### src/rtl/crf_sequencer.sv
// crf_sequencer: configuration register file and frame sequencer for the
// up-sampling accelerator.
//
// Holds the UPSTART/UPEND control bits that drive access_control, serves host
// register reads/writes, merges single-cycle status writes from
// access_control, counts AXI-Stream beats per frame and runs a
// run/done/timeout FSM that raises a level interrupt.
//
// Ports
//   clk, rst                     clock, synchronous active-high reset
//   host_wvalid/wready/waddr/wdata   host write channel
//   host_rvalid_req/raddr            host read request (always accepted)
//   host_rvalid/rdata                registered read response, 1 cycle later
//   ac_crf_wrt/waddr/wdata           status write from access_control
//   ac_crf_processing                access_control busy flag (STATUS bit2)
//   ac_crf_axisi_*, ac_crf_axiso_*   stream handshakes used for beat counting
//   crf_ac_UPSTART/UPEND             CTRL[0]/CTRL[1]
//   crf_ac_wbusy                     host CTRL write stalled this cycle
//   irq                              level interrupt
//
// Register map (decoded on addr[4:2])
//   0x00 CTRL  RW  bit0 UPSTART, bit1 UPEND, bit8 DONE_IE, bit9 TO_IE
//   0x04 IN_BEATS  RO
//   0x08 OUT_BEATS RO
//   0x0C TIMEOUT   RW  stall limit, 0 disables the watchdog
//   0x10 STATUS    RO  [1:0] state, bit2 ac_crf_processing
//
// FSM states
//   state | meaning
//   IDLE  | waiting for CTRL[1:0] = 01
//   RUN   | frame in progress, beats and stalls counted
//   DONE  | frame finished (CTRL[1:0] = 10), waits for host to clear CTRL
//   TMO   | stall watchdog fired, waits for host to clear CTRL

module crf_sequencer #(
   parameter int CRF_DATA_WIDTH = 32,
   parameter int CRF_ADDR_WIDTH = 32,
   parameter int CNT_WIDTH      = 32
) (
   input  logic                      clk,
   input  logic                      rst,
   input  logic                      host_wvalid,
   output logic                      host_wready,
   input  logic [CRF_ADDR_WIDTH-1:0] host_waddr,
   input  logic [CRF_DATA_WIDTH-1:0] host_wdata,
   input  logic                      host_rvalid_req,
   input  logic [CRF_ADDR_WIDTH-1:0] host_raddr,
   output logic                      host_rvalid,
   output logic [CRF_DATA_WIDTH-1:0] host_rdata,
   input  logic                      ac_crf_wrt,
   input  logic [CRF_ADDR_WIDTH-1:0] ac_crf_waddr,
   input  logic [CRF_DATA_WIDTH-1:0] ac_crf_wdata,
   input  logic                      ac_crf_processing,
   input  logic                      ac_crf_axisi_tvalid,
   input  logic                      ac_crf_axisi_tready,
   input  logic                      ac_crf_axiso_tvalid,
   input  logic                      ac_crf_axiso_tready,
   output logic                      crf_ac_UPSTART,
   output logic                      crf_ac_UPEND,
   output logic                      crf_ac_wbusy,
   output logic                      irq
);

   localparam logic [1:0] ST_IDLE = 2'd0;
   localparam logic [1:0] ST_RUN  = 2'd1;
   localparam logic [1:0] ST_DONE = 2'd2;
   localparam logic [1:0] ST_TMO  = 2'd3;

   localparam logic [2:0] A_CTRL   = 3'd0;
   localparam logic [2:0] A_IN     = 3'd1;
   localparam logic [2:0] A_OUT    = 3'd2;
   localparam logic [2:0] A_TMO    = 3'd3;
   localparam logic [2:0] A_STATUS = 3'd4;

   // Only the defined CTRL bits are stored; the rest read back as 0.
   localparam logic [9:0] CTRL_MASK = 10'h303;

   logic [1:0]                state_q, state_d;
   logic [9:0]                ctrl_q, ctrl_d;
   logic [CNT_WIDTH-1:0]      timeout_q, timeout_d;
   logic [CNT_WIDTH-1:0]      in_beats_q, in_beats_d;
   logic [CNT_WIDTH-1:0]      out_beats_q, out_beats_d;
   logic [CNT_WIDTH-1:0]      stall_q, stall_d;
   logic                      irq_q, irq_d;
   logic                      rvalid_q, rvalid_d;
   logic [CRF_DATA_WIDTH-1:0] rdata_q, rdata_d;

   logic                      host_sel_ctrl;
   logic                      ac_ctrl_wr;
   logic                      host_wr;
   logic                      host_clear;
   logic                      in_hs;
   logic                      out_hs;
   logic [CRF_DATA_WIDTH-1:0] rd_mux;
   logic                      unused_bits;

   assign host_sel_ctrl = (host_waddr[4:2] == A_CTRL);
   assign ac_ctrl_wr    = ac_crf_wrt & (ac_crf_waddr[4:2] == A_CTRL);
   // Only a host write that targets CTRL can collide with the status write.
   assign host_wready   = ~(ac_ctrl_wr & host_sel_ctrl);
   assign host_wr       = host_wvalid & host_wready;
   assign host_clear    = host_wr & host_sel_ctrl & (host_wdata[1:0] == 2'b00);
   assign in_hs         = ac_crf_axisi_tvalid & ac_crf_axisi_tready;
   assign out_hs        = ac_crf_axiso_tvalid & ac_crf_axiso_tready;

   assign crf_ac_UPSTART = ctrl_q[0];
   assign crf_ac_UPEND   = ctrl_q[1];
   assign crf_ac_wbusy   = host_wvalid & host_sel_ctrl & ~host_wready;
   assign irq            = irq_q;
   assign host_rvalid    = rvalid_q;
   assign host_rdata     = rdata_q;

   // Address bits outside [4:2] and upper status-data bits are ignored.
   assign unused_bits = ^{host_waddr[1:0], host_waddr[CRF_ADDR_WIDTH-1:5],
                          host_raddr[1:0], host_raddr[CRF_ADDR_WIDTH-1:5],
                          ac_crf_waddr[1:0], ac_crf_waddr[CRF_ADDR_WIDTH-1:5],
                          ac_crf_wdata[CRF_DATA_WIDTH-1:2]};

   always_comb begin
      rd_mux = '0;
      case (host_raddr[4:2])
         A_CTRL:   rd_mux = CRF_DATA_WIDTH'(ctrl_q);
         A_IN:     rd_mux = CRF_DATA_WIDTH'(in_beats_q);
         A_OUT:    rd_mux = CRF_DATA_WIDTH'(out_beats_q);
         A_TMO:    rd_mux = CRF_DATA_WIDTH'(timeout_q);
         A_STATUS: rd_mux = CRF_DATA_WIDTH'({ac_crf_processing, state_q});
         default:  rd_mux = '0;
      endcase
   end

   always_comb begin
      ctrl_d      = ctrl_q;
      timeout_d   = timeout_q;
      state_d     = state_q;
      in_beats_d  = in_beats_q;
      out_beats_d = out_beats_q;
      stall_d     = stall_q;
      rvalid_d    = host_rvalid_req;
      rdata_d     = rdata_q;

      if (host_rvalid_req) begin
         rdata_d = rd_mux;
      end

      if (host_wr && host_sel_ctrl) begin
         ctrl_d = host_wdata[9:0] & CTRL_MASK;
      end
      if (host_wr && (host_waddr[4:2] == A_TMO)) begin
         timeout_d = CNT_WIDTH'(host_wdata);
      end
      // Status write lands on the same edge; the host CTRL write is stalled then.
      if (ac_ctrl_wr) begin
         ctrl_d[1:0] = ac_crf_wdata[1:0];
      end

      case (state_q)
         ST_IDLE: begin
            if (ctrl_d[1:0] == 2'b01) begin
               state_d     = ST_RUN;
               in_beats_d  = '0;
               out_beats_d = '0;
               stall_d     = '0;
            end
         end
         ST_RUN: begin
            if (in_hs && !(&in_beats_q)) begin
               in_beats_d = in_beats_q + CNT_WIDTH'(1);
            end
            if (out_hs && !(&out_beats_q)) begin
               out_beats_d = out_beats_q + CNT_WIDTH'(1);
            end
            if (in_hs || out_hs) begin
               stall_d = '0;
            end else if (!(&stall_q)) begin
               stall_d = stall_q + CNT_WIDTH'(1);
            end
            // DONE takes priority over a watchdog expiring on the same edge.
            if (ctrl_d[1:0] == 2'b10) begin
               state_d = ST_DONE;
            end else if ((timeout_q != '0) && (stall_d >= timeout_q)) begin
               state_d = ST_TMO;
            end
         end
         ST_DONE, ST_TMO: begin
            if (host_clear) begin
               state_d = ST_IDLE;
            end
         end
         default: state_d = ST_IDLE;
      endcase

      irq_d = ((state_q == ST_DONE) & ctrl_q[8]) | ((state_q == ST_TMO) & ctrl_q[9]);
   end

   always_ff @(posedge clk) begin
      if (rst) begin
         state_q     <= ST_IDLE;
         ctrl_q      <= '0;
         timeout_q   <= '0;
         in_beats_q  <= '0;
         out_beats_q <= '0;
         stall_q     <= '0;
         irq_q       <= 1'b0;
         rvalid_q    <= 1'b0;
         rdata_q     <= '0;
      end else begin
         state_q     <= state_d;
         ctrl_q      <= ctrl_d;
         timeout_q   <= timeout_d;
         in_beats_q  <= in_beats_d;
         out_beats_q <= out_beats_d;
         stall_q     <= stall_d;
         irq_q       <= irq_d;
         rvalid_q    <= rvalid_d;
         rdata_q     <= rdata_d;
      end
   end

endmodule

### config.mk
export PLATFORM = sky130hd
export DESIGN_NAME = crf_sequencer
export DESIGN_NICKNAME = d
export VERILOG_FILES = /design/src/rtl/crf_sequencer.sv
export SDC_FILE = /design/constraint.sdc
export NUM_CORES = 1
export LEC_CHECK = 0
export ABC_CLOCK_PERIOD_IN_PS = 5000
export CAP_MARGIN = 30
export CORE_MARGIN = 4
export CORE_UTILIZATION = 52
export DETAILED_ROUTE_END_ITERATION = 8
export GPL_ROUTABILITY_DRIVEN = 0
export GPL_TIMING_DRIVEN = 0
export PLACE_DENSITY = 0.79
export SLEW_MARGIN = 20
export SYNTH_ARGS = -nofsm -noshare
export SYNTH_HDL_FRONTEND = slang
export SYNTH_SLANG_ARGS = --single-unit
### constraint.sdc
create_clock -name clk -period 5 [get_ports clk]
set_input_delay 1.25 -clock clk [delete_from_list [all_inputs] [get_ports clk]]
set_output_delay 1.25 -clock clk [all_outputs]
set_load 0.02 [all_outputs]
After elaboration in Yosys (flattened, before gate mapping)
Cells that the tools add are included.

word-level totals
  word-level logic and storage cells = 82
  bits in registers = 168

cells by class
  order comparisons = 1
  equal/unequal tests = 15
  add/sub/neg operators = 3
  reduce and logical (&&, ||, !) cells = 23
  bitwise gates (word level) = 13
  mux-type cells = 17

operator list
  operator               count
  $mux 32                6
  $pmux 32 s2            3
  $pmux 32 s5            1
  $add 32x1->32 const B  3
  $reduce_and 32->1      3
  $ge 32x32->1           1
  $reduce_bool 32->1     1
  $mux 2                 6
  $and 1x1->1            11
  $eq 3x2->1 const B     3
  $logic_not 3->1        3
  $reduce_and 3->1       3
  $ne 2x2->1 const B     4
  $eq 2x2->1 const B     3
  $pmux 2 s3             1
  $logic_and 1x1->1      5
  $eq 2x1->1 const B     2
  $logic_not 2->1        2
  $eq 3x1->1 const B     1
  $eq 3x3->1 const B     1
  $ne 3x3->1 const B     1
  $logic_not 1->1        2
  $reduce_and 2->1       1
  $reduce_bool 2->1      1
  4 further kinds        4

Depth between registers and ports, before layout
Gate-level depths: netlist of the first run.

  depth in word-level cells = 11
  gate-level depth with buffers = 16
  mapped depth without buffers = 14

Worst setup path before layout of the first run
OpenSTA, ideal clock, no wires.

  path type = input to output
  start point = input ac_crf_waddr[3]
  end point = output host_wready
  stages on the path = 3
  buffers on the path = 1
  required time = 3750 ps
  setup slack = 1319 ps
  arrival time = 2431 ps
  path through = or4b_1 > buf_2 > or4_1

on the way
  longest elaborated chain between the ends = 4

ends and longest elaborated chain
  item                line  text
  start: declaration  51    input logic [CRF_ADDR_WIDTH-1:0] ac_crf_waddr,
  $logic_not 3->1     98    assign ac_ctrl_wr = ac_crf_wrt & (ac_crf_waddr[4:2] == A_CTRL);
  $and 1x1->1         98
  $and 1x1->1         100   assign host_wready = ~(ac_ctrl_wr & host_sel_ctrl);
  $not 1->1           100
  end: declaration    43    output logic host_wready,

No other way between the ends.

Worst setup path after layout of the first run
Ends and elaborated chain as after synthesis.

==> run_results.csv, run 1 <==
group,metric,value,unit
critical_path,slowest_stage,"clkdlybuf4s50_1",
critical_path,crit_arrival,3.34,ns
floorplan,dieArea,20860,µm²
cells_and_area,layout_commonest_cell,"dfxtp_1",
clock_tree,clockBufferDepth,2,
critical_path,crit_start,"ac_crf_waddr[3]",
run,maxCapViolations,0,
placement,dpl_cell_area,10860,µm²
synthesis,synth_seq_cells,168,
synthesis,ys.flop_type,"dfxtp_1",
synthesis,synthArstFlopShare,0,
critical_path,crit_top_cell,"clkdlybuf4s50_1",
global_routing,grt_max_degree,17,
critical_path,r2r_setup_slack,0.45,ns
critical_path,crit_family,"buffers and inverters",
cells_and_area,syn2layout_area_growth,18.57,%
clock_tree,cts_setup_buffers,0,
global_routing,grt_util_met2,0.4187,
sta,post-route-period-util,0.9185,
routing,first_pass_iters,5,
critical_path,crit_buf_inv,3,
synthesis,syn-cell-area,9681,µm²
floorplan,initial_core_util,0.5334,
global_routing,met3_usage,0.04563,
synthesis,postSynthCellCount,1231,
global_routing,antenna_found_initial,0,
global_routing,overflow,0,
clock_tree,post_cts_resized,0,
status,status,"completed",
critical_path,required,3.75,ns
power,p_leak,4.074,nW
floorplan,rows,49,
clock_tree,root_buffer,"clkbuf_16",
sta,drv_slew,0,
synthesis,synth_nets,1436,
clock_tree,cts_hold_buf,0,
synthesis,ys_seq_area_frac,0.3474,
sta,period_needed,4.592,ns
sta,worstMarginPinSlew,0.9736,ns
clock_tree,clkLatencyLatePin,0.44,ns
global_routing,grt_busiest_layer,"met2",
sta,slew_headroom,0.3342,
critical_path,cp-start-kind,"input port",
floorplan,top_level_ports,208,
sta,timing.fmax,217.8,MHz
sta,holdWs,0.4788,ns
global_routing,track_usage,0.2778,
clock_tree,cts_buffers,17,
global_routing,grt_pass1_vias,8848,
cells_and_area,antenna_cells,0,
cells_and_area,final_nets,1545,
cells_and_area,drive_gt1_frac,0.05913,
routing,vias,9814,
routing,routed_wl,29.38,mm
cells_and_area,fin_area,11480,µm²
routing,wl_per_cell,18.57,µm
floorplan,die_w,144.4,µm
sta,tns,0,ns
routing,drc,0,
routing,drt_iter0_markers,1183,
clock_tree,clkTransAtPathRegs,0.06,ns
critical_path,crit_path_max_fanout,9,
floorplan,dieHeight,144.4,µm
clock_tree,cts.sinks,168,
floorplan,core,18150,µm²
critical_path,slowest_delay,0.55,ns
critical_path,end_kind,"output port",
sta,hold_violations,0,
power,total_power,3.087,mW
synthesis,synth_area_per_cell,7.864,µm²
routing,ant_nets,0,
sta,rsz0062_at_grt,"no",
global_routing,grt_pass1_wl,45.89,mm
critical_path,r2r-start,"stall_q[4]$_SDFFE_PP0P_",
power,p_per_area,269.0,nW/µm²
global_routing,grt_use_met1,0.3949,
min_path,hp-class,"reg2reg",
cells_and_area,final_cell_mix,"dfxtp_1 (168), nand2_1 (138), nor2_1 (129), a21oi_1 (115), clkdlybuf4s50_1 (89)",
sta,finalClockSkew,0.009045,ns
power,ir_drop,0.0002631,V
cells_and_area,post-route-util,0.6325,
synthesis,ys_types,61,
routing,via_per_inst,6.204,
min_path,min-delay-start,"ctrl_q[8]$_SDFFE_PP0P_",
sta,setup-violations-final,0,
synthesis,synth_edf_count,0,
clock_tree,htreeDepth,4,
critical_path,worstSetupPathType,"in2out",
critical_path,worstPathCellList,"clkdlybuf4s50_1 -> or4b_1 -> buf_2 -> or4_1 -> clkdlybuf4s50_1",
placement,place_hpwl,21.76,mm
clock_tree,cts_tree,"yes",
placement,io_buffers,89,
synthesis,yosysWarnings,0,
through the flow:
stage               worst slack [ns]  instances
floorplan                      1.319       1231
global placement              0.4305       1549
detailed placement            0.4178       1549
CTS                           0.4026       1581
global route                  0.1301       1582
finish                        0.4076       1582
tightest hold or removal path, stage by stage (launching register included):
cell     delay (ns)
dfxtp_1        0.32
nand2_1        0.06
a21oi_1        0.05
final timing paths:
kind	endpoint	cells past startpoint
setup / recovery	host_wready	5
setup reg to reg	state_q[0]$_SDFFE_PP0P_	16
hold reg to reg	ctrl_q[8]$_SDFFE_PP0P_	2
hold / removal	ctrl_q[8]$_SDFFE_PP0P_	2
where the power goes:
part	switching [mW]	internal [mW]
registers	0.0201	1.35
clock network	0.562	0.828
logic	0.212	0.113
total	0.794	2.29
per-layer routing:
| layer | share of wire | up-vias | wire length [µm] |
|---|---|---|---|
| li1 | - | 4632 | - |
| met1 | 0.44 | 4554 | 12890 |
| met2 | 0.43 | 540 | 12760 |
| met3 | 0.093 | 88 | 2719 |
| met4 | 0.035 | 0 | 1020 |
| met5 | 0 | - | 0 |
sequential cells by signal (all words and copies together) (netlist names):
signal / cells
in_beats_q: 32
irq: 1
ctrl_q: 4
timeout_q: 32
host_rvalid: 1
state_q: 2
stall_q: 32
out_beats_q: 32
host_rdata: 32
kinds of logic (layout without fill, tap and decap cells):
family	after synthesis	in the layout	synth area share
mux	36	36	0.04317
buf+inv	112	234	0.04472
simple gates	544	544	0.2854
flops	168	168	0.3474
fa+ha+maj	35	35	0.04524
compound gates	267	267	0.1716
xor+xnor	69	69	0.06243
layout make-up:
class,instances,area (µm²)
plain buffers,71,279.0
clock buffers,22,474.2
clock inverters,10,141.4
fillers,1566,6669
inverters,41,153.9
multi-input cells,951,5884
flip-flops and latches,168,3363
well taps,229,286.5
repair buffers,90,895.9
cell usage after synthesis, drive strengths merged (3+ instances only):
cell	n	area [µm²]
or4	16	120.1
nor3	17	85.08
or3	15	93.84
nor2	129	484.2
nand3	53	265.3
nand2b	6	37.54
inv	41	153.9
and2	9	56.30
a22o	30	262.8
clkbuf	48	181.4
buf	23	97.59
a211oi	6	50.05
a21o	5	37.54
or2	4	25.02
o21ai	38	190.2
xor2	51	446.7
o2111ai	3	26.28
mux2	26	292.8
nor4b	3	53.80
ha	35	437.9
a21oi	116	584.3
mux2i	8	80.08
xnor2	18	157.7
o31ai	19	142.6
a22oi	7	52.55
nand2	138	518.0
dfxtp	168	3363
nor2b	43	269.0
and4	14	122.6
o211ai	6	45.04
a31oi	20	125.1
nand3b	3	22.52
nand4	47	294.0
nor4	13	81.33
and3	27	168.9
Power figures use the tool's default switching activity.
==> run 2, diff against run 1 <==
CELL_PAD_IN_SITES_DETAIL_PLACEMENT = 2   (was unset)
CELL_PAD_IN_SITES_GLOBAL_PLACEMENT = 2   (was unset)
CORE_UTILIZATION = 30   (was 52)
PLACE_DENSITY = 0.8   (was 0.79)
==> run 2 against run 1 <==
  * Sequential share of layout area shrank 0.48 points
  * Non-clock buffer count increased by 2
  * Global-route usage is 5.4 points lower
  * Clock skew is 0.0064 ns higher
==> run_results.csv, run 2 (synthesis gave the netlist of run 1 again) <==
group,metric,value,unit
placement,place_hpwl,30.15,mm
clock_tree,post_cts_resized,0,
sta,hold_violations,0,
global_routing,overflow,0,
sta,timing.fmax,214.2,MHz
critical_path,worstSetupPathType,"reg2reg",
critical_path,cp-start-kind,"register",
min_path,hp-class,"reg2reg",
cells_and_area,final_nets,1547,
global_routing,antenna_found_initial,1,
critical_path,crit_arrival,5.06,ns
critical_path,end_kind,"register",
clock_tree,cts_buffers,17,
routing,drc,0,
power,p_leak,4.058,nW
global_routing,track_usage,0.2240,
clock_tree,htreeDepth,4,
sta,period_needed,4.668,ns
sta,worstMarginPinSlew,0.8730,ns
floorplan,core,31720,µm²
clock_tree,clockBufferDepth,2,
sta,drv_slew,0,
power,p_per_area,263.7,nW/µm²
clock_tree,cts_tree,"yes",
cells_and_area,final_cell_mix,"dfxtp_1 (168), nand2_1 (138), nor2_1 (129), a21oi_1 (115), clkdlybuf4s50_1 (89)",
sta,setup-violations-final,0,
floorplan,rows,65,
sta,holdWs,0.4885,ns
cells_and_area,antenna_cells,0,
power,ir_drop,0.0002193,V
floorplan,initial_core_util,0.3052,
cells_and_area,syn2layout_area_growth,20.54,%
floorplan,dieHeight,187.6,µm
sta,tns,0,ns
sta,finalClockSkew,0.01544,ns
global_routing,grt_pass1_vias,10480,
clock_tree,clkTransAtPathRegs,0.08,ns
global_routing,grt_pass1_wl,61.95,mm
run,maxCapViolations,0,
routing,ant_nets,0,
cells_and_area,drive_gt1_frac,0.06125,
clock_tree,cts_hold_buf,0,
routing,routed_wl,40.15,mm
cells_and_area,post-route-util,0.3679,
cells_and_area,fillers,3662,
routing,drt_iter0_markers,599,
clock_tree,clkLatencyLatePin,0.46,ns
clock_tree,cts.sinks,168,
routing,vias,9830,
sta,rsz0062_at_grt,"no",
status,status,"completed",
global_routing,grt_max_degree,17,
floorplan,die_w,187.6,µm
sta,slew_headroom,0.4127,
clock_tree,cts_setup_buffers,0,
critical_path,crit_path_max_fanout,10,
sta,post-route-period-util,0.9335,
clock_tree,root_buffer,"clkbuf_16",
routing,first_pass_iters,5,
cells_and_area,layout_commonest_cell,"dfxtp_1",
placement,io_buffers,89,
critical_path,required,5.39,ns
routing,wl_per_cell,22.85,µm
floorplan,dieArea,35210,µm²
routing,via_per_inst,5.595,
floorplan,top_level_ports,208,
run 2: layout make-up:
class                   count  area (µm²)  area share
well taps                 402       503.0     0.04311
flip-flops and latches    168        3363      0.2882
clock buffers              20       456.7     0.03914
clock inverters            12       115.1    0.009865
plain buffers              71       279.0     0.02391
multi-input cells         951        5891      0.5048
inverters                  41       153.9     0.01319
repair buffers             92       907.1     0.07774
run 2: power breakdown:
group          internal (mW)  total [mW]  switching [mW]
Combinational          0.114       0.348           0.235
Sequential              1.35        1.37          0.0225
Clock                  0.719        1.35           0.636
Total                   2.18        3.08           0.893
run 2: metal layers:
metal  share of wire  global-route usage
met5         0.00035                   0
met4           0.026             0.07199
met3           0.035             0.03518
met2            0.48              0.3782
met1            0.46              0.2940
run 2: path summary, 6_finish.rpt:
path / slack [ns] / cells past startpoint / end / startpoint
hold / removal: 0.49 / 2 / host_rdata[0]$_SDFFE_PP0P_ / host_rdata[0]$_SDFFE_PP0P_
setup / recovery: 0.33 / 15 / state_q[0]$_SDFFE_PP0P_ / stall_q[5]$_SDFFE_PP0P_
setup reg to reg: 0.33 / 15 / state_q[0]$_SDFFE_PP0P_ / stall_q[5]$_SDFFE_PP0P_
hold reg to reg: 0.49 / 2 / host_rdata[0]$_SDFFE_PP0P_ / host_rdata[0]$_SDFFE_PP0P_
run 2: per-stage QoR:
stage | instance area, µm² | std cells | total power, mW | setup slack [ns]
2_1_floorplan | 9681 | 1231 | 1.574 | 1.319
3_3_place_gp | 11070 | 1722 | 1.735 | 0.3935
3_5_place_dp | 11090 | 1724 | 1.748 | 0.2782
4_1_cts | 11660 | 1756 | 3.098 | 0.2484
5_1_grt | 11670 | 1757 | 3.184 | 0.1348
6_report | 11670 | 1757 | 3.077 | 0.3324
run 2: critical path, stage by stage (launching register included):
cell      delay (ns)
dfxtp_1         0.50
and4_1          0.37
and3_1          0.20
clkbuf_1        0.37
a31oi_2         0.32
clkbuf_1        0.36
nand2_1         0.23
xor2_1          0.26
nor2_1          0.11
ha_1            0.33
a21o_1          0.19
nand3_1         0.09
a21oi_1         0.08
o41a_1          0.47
or4b_2          0.62
nand3_1         0.08
==> run 3, diff against run 2 <==
SETUP_SLACK_MARGIN = 0.05   (was unset)
==> results of run 3 <==
Final layout, timing and power as in run 2 (identical DEF).
